## src/rtl/user_ram_ctrl.sv

```systemverilog
// Native memory bus to single-port user RAM bridge.
// Full-word writes go direct; partial writes run a read-modify-write.
module user_ram_ctrl #(
    parameter int          ADDR_BIT  = 8,
    parameter logic [31:0] BASE_ADDR = 32'h0002_0000
) (
    input  logic                clk_i,
    input  logic                rst_i,
    input  logic                mem_valid_i,
    input  logic [31:0]         mem_addr_i,
    input  logic [31:0]         mem_wdata_i,
    input  logic [3:0]          mem_wstrb_i,
    output logic                mem_ready_o,
    output logic [31:0]         mem_rdata_o,
    output logic                ram_wr_en_o,
    output logic                ram_rd_en_o,
    output logic [ADDR_BIT-1:0] ram_addr_o,
    output logic [31:0]         ram_di_o,
    input  logic [31:0]         ram_do_i
);

    typedef enum logic [2:0] {
        IDLE,
        RD,
        RCAP,
        WR,
        DONE
    } state_t;

    state_t      state;
    logic [31:0] wdata_q;
    logic [3:0]  wstrb_q;
    logic        rmw_q;
    logic        sel;
    logic [31:0] merge;
    logic        unused_addr_lsb;

    assign sel = mem_valid_i &&
                 (mem_addr_i[31:ADDR_BIT+2] == BASE_ADDR[31:ADDR_BIT+2]);

    assign unused_addr_lsb = ^mem_addr_i[1:0];

    // Strobed bytes come from the CPU, the rest from the word just read.
    always_comb begin
        merge = ram_do_i;
        for (int b = 0; b < 4; b++) begin
            if (wstrb_q[b]) begin
                merge[8*b +: 8] = wdata_q[8*b +: 8];
            end
        end
    end

    always_ff @(posedge clk_i) begin
        if (rst_i) begin
            state       <= IDLE;
            wdata_q     <= '0;
            wstrb_q     <= '0;
            rmw_q       <= 1'b0;
            mem_ready_o <= 1'b0;
            mem_rdata_o <= '0;
            ram_wr_en_o <= 1'b0;
            ram_rd_en_o <= 1'b0;
            ram_addr_o  <= '0;
            ram_di_o    <= '0;
        end else begin
            unique case (state)
                IDLE: begin
                    mem_ready_o <= 1'b0;
                    mem_rdata_o <= '0;
                    if (sel) begin
                        wdata_q    <= mem_wdata_i;
                        wstrb_q    <= mem_wstrb_i;
                        ram_addr_o <= mem_addr_i[ADDR_BIT+1:2];
                        if (mem_wstrb_i == 4'hF) begin
                            rmw_q       <= 1'b0;
                            ram_wr_en_o <= 1'b1;
                            ram_di_o    <= mem_wdata_i;
                            state       <= WR;
                        end else begin
                            rmw_q       <= (mem_wstrb_i != 4'h0);
                            ram_rd_en_o <= 1'b1;
                            state       <= RD;
                        end
                    end
                end
                RD: begin
                    // Hold rd_en so the RAM output stays valid for capture.
                    state <= RCAP;
                end
                RCAP: begin
                    ram_rd_en_o <= 1'b0;
                    if (rmw_q) begin
                        ram_wr_en_o <= 1'b1;
                        ram_di_o    <= merge;
                        state       <= WR;
                    end else begin
                        ram_addr_o  <= '0;
                        mem_ready_o <= 1'b1;
                        mem_rdata_o <= ram_do_i;
                        state       <= DONE;
                    end
                end
                WR: begin
                    ram_wr_en_o <= 1'b0;
                    ram_addr_o  <= '0;
                    ram_di_o    <= '0;
                    mem_ready_o <= 1'b1;
                    mem_rdata_o <= '0;
                    state       <= DONE;
                end
                DONE: begin
                    mem_ready_o <= 1'b0;
                    mem_rdata_o <= '0;
                    state       <= IDLE;
                end
                default: begin
                    state <= IDLE;
                end
            endcase
        end
    end

endmodule

```

## config.mk

```make
export PLATFORM = sky130hd
export DESIGN_NAME = user_ram_ctrl
export DESIGN_NICKNAME = d
export VERILOG_FILES = /design/src/rtl/user_ram_ctrl.sv
export SDC_FILE = /design/constraint.sdc
export NUM_CORES = 1
export LEC_CHECK = 0
export CAP_MARGIN = 20
export CORE_ASPECT_RATIO = 0.7
export CORE_UTILIZATION = 46
export CTS_BUF_LIST = sky130_fd_sc_hd__clkbuf_8 sky130_fd_sc_hd__clkbuf_16
export CTS_CLUSTER_SIZE = 20
export DETAILED_ROUTE_END_ITERATION = 10
export PLACE_DENSITY = 0.8
export SYNTH_ARGS = -nofsm -noshare
export SYNTH_HDL_FRONTEND = slang
export SYNTH_SLANG_ARGS = --single-unit
```

## constraint.sdc

```tcl
create_clock -name clk_i -period 2.09 [get_ports clk_i]
set_input_delay 0.209 -clock clk_i [delete_from_list [all_inputs] [get_ports clk_i]]
set_output_delay 0.209 -clock clk_i [all_outputs]
set_load 0.03 [all_outputs]
```

==> impl_metrics.json <==
{
  "layout_commonest_cell": "clkdlybuf4s50_1",
  "timing.final.ws_setup_ns": 0.123,
  "rows": 32,
  "ctsHoldBuffers": 0,
  "fin_crit_ns": 1.97,
  "io_buffers": 175,
  "pwr-share-seq": 0.385,
  "path_class": "flip-flop to flip-flop",
  "leakagePower_nw": 2.68,
  "antennaDiodeCount": 0,
  "first_pass_iters": 5,
  "top_level_ports": 178,
  "rrSetupSlack_ns": 0.12,
  "grt_pass1_vias": 5121,
  "worstPathRequired_ns": 2.42,
  "antenna_found_initial": 0,
  "grt.total_usage": 0.280,
  "drtAntennaViolNets": 0,
  "finalWirelength_mm": 16.0,
  "clockBufferDepth": 2,
  "synth_ff_type": "dfxtp_1",
  "hold_ws_ns": 0.232,
  "rr_worst_depth": 3,
  "switching_share": 0.241,
  "layout-drive-gt1-share": 0.224,
  "synth_edf_count": 0,
  "gp_congestion": 0.878,
  "internal_power_mw": 4.64,
  "yosysUniqueCellTypes": 44,
  "cts_root_buf": "clkbuf_16",
  "vias": 4954,
  "mostFrequentLayoutCells": "174 x clkdlybuf4s50_1, 115 x dfxtp_1, 87 x nand2_1",
  "synth-seq-cells": 115,
  "netlist_area_um2": 5280,
  "final_util": 0.709,
  "grt_pass1_wl_mm": 25.6,
  "floorplan.initialDensity": 0.476,
  "max_stage_delay_ns": 0.83,
  "die_h_um": 91.6,
  "seq_area_frac_synth": 0.436,
  "power_mw": 6.12,
  "finalSetupViolations": 0,
  "maxCapViolations": 0,
  "grt_max_degree": 83,
  "fillers": 806,
  "path_cells": "or4_4 -> nor2_4 -> o2bb2ai_2",
  "cts-resized-gates": 0,
  "dieArea_um2": 11900,
  "period_share": 0.941,
  "post-route-drc-count": 0,
  "syn_avg_cell_area_um2": 9.79,
  "ir_drop_uv": 625,
  "cts_tree": "done",
  "p_switching_mw": 1.47,
  "holdCritPathClass": "input port to flip-flop",
  "synthArstFlopShare": 0,
  "wl_per_cell_um": 18.3,
  "hold_viol": 0,
  "whs_path_depth": 3,
  "post-cts-setup-buffers": 0,
  "yosys_warnings": 0,
  "coreArea_um2": 11100,
  "crit_slowest_cell": "nor2_4",
  "drt_iter0_drc": 216,
  "critPathLaunchType": "flip-flop",
  "maxSlewHeadroom": 0.283,
  "area_delta_synth_final_pct": 49.2,
  "clock_latency_ns": 0.41,
  "fin_skew_ns": 0.00590,
  "clk_pin_slew_ns": 0.05,
  "rsz0062_at_grt": "false",
  "vias_per_cell": 5.66,
  "clock.fmax_mhz": 508,
  "htree_levels": 4,
  "nNetsFinal": 812,
  "status": "complete, no violations",
  "arrival_ns": 2.30,
  "multi_input_area_um2": 2760,
  "cts.sink_count": 115,
  "cp_max_fo": 28,
  "tightest_slew_ns": 1.07,
  "cts_buffers": 17,
  "pre_cts_slack_ns": -0.101,
  "powerDensity_nw_per_um2": 778,
  "ff_latch_area_um2": 2300,
  "combPwrFrac": 0.132,
  "synth_nets": 642,
  "end_kind": "flip-flop",
  "finalMaxSlewViolations": 0,
  "p_clk_frac": 0.483,
  "dpl.hpwl_mm": 10.8,
  "synthCells": 539,
  "overflow": 0,
  "die_w_um": 130
}
==> area by class of cell <==
cell class | instances | share of cell area
sequential | 115 | 0.293
timing repair buffer | 200 | 0.255
tap | 153 | 0.0243
clock inverter | 12 | 0.0175
clock buffer | 20 | 0.0593
multi-input combinational | 374 | 0.350
inverter | 1 | 0.000477
==> critical path: cells and delay by family (launching register included) <==
family | cells | cell delay (ns)
simple gates | 2 | 1.41
flops | 1 | 0.32
compound gates | 1 | 0.15
==> synthesized netlist by cell type, types with 2 or more instances <==
library cell | instances | share of area
nor2_1 | 36 | 0.026
nand3_1 | 10 | 0.0095
nand3b_1 | 8 | 0.011
o21ai_0 | 4 | 0.0038
dfxtp_1 | 115 | 0.44
o2bb2ai_1 | 4 | 0.0066
buf_4 | 4 | 0.0057
nand2b_1 | 3 | 0.0036
nor2b_1 | 2 | 0.0024
o2bb2ai_2 | 28 | 0.080
nor4_4 | 2 | 0.0081
buf_2 | 7 | 0.0066
o221ai_1 | 32 | 0.053
a22oi_1 | 31 | 0.044
clkbuf_1 | 28 | 0.020
buf_6 | 6 | 0.013
mux2_2 | 32 | 0.068
a21oi_1 | 40 | 0.038
nor3_1 | 2 | 0.0019
a21oi_2 | 30 | 0.050
nand2_1 | 87 | 0.062
nor2_4 | 2 | 0.0043
buf_1 | 4 | 0.0028
a2111oi_0 | 2 | 0.0033
==> per-layer routing <==
| metal | track usage | part of all wire |
|---|---|---|
| met2 | 0.467 | 0.48 |
| met3 | 0.0636 | 0.091 |
| met1 | 0.349 | 0.42 |
| met5 | 0 | 0 |
| met4 | 0.107 | 0.011 |
==> sequential cells by signal, summed over array words and instances (netlist names) <==
| name | count |
|---|---|
| ram_rd_en_o | 1 |
| mem_rdata_o | 32 |
| ram_wr_en_o | 1 |
| state | 3 |
| rmw_q | 1 |
| wstrb_q | 4 |
| mem_ready_o | 1 |
| wdata_q | 32 |
| ram_di_o | 32 |
| ram_addr_o | 8 |
==> cell families after synthesis <==
kind of cell	share of synthesized area
and+or+nand+nor	0.157
buffers and inverters	0.0486
muxes	0.0702
DFF	0.436
AOI/OAI and AO/OA	0.288
==> per-stage QoR <==
step / instance area, um^2 / std cells / setup TNS [ns]
floorplan: 5280 / 539 / 0
global placement: 7240 / 842 / -0.959
detailed placement: 7260 / 843 / -2.62
CTS: 7870 / 875 / 0
global route: 7870 / 875 / 0
finish: 7870 / 875 / 0
==> power groups by stage <==
stage	combinational, mW	clock (mW)	sequential (mW)
finish	0.807	2.96	2.36
detailed placement	0.802	0	2.40
global placement	0.791	0	2.40
floorplan	0.247	0	2.53
global route	0.851	3.08	2.37
CTS	0.809	2.99	2.36
==> worst paths after layout <==
| kind | start | end |
|---|---|---|
| worst max register to register | state[2] | ram_di_o[23] |
| worst max-delay path | state[2] | ram_di_o[23] |
| worst min register to register | wdata_q[17] | wdata_q[17] |
| worst min-delay path | rst_i | ram_wr_en_o |
Note: power is estimated with default switching activity, not from simulation.
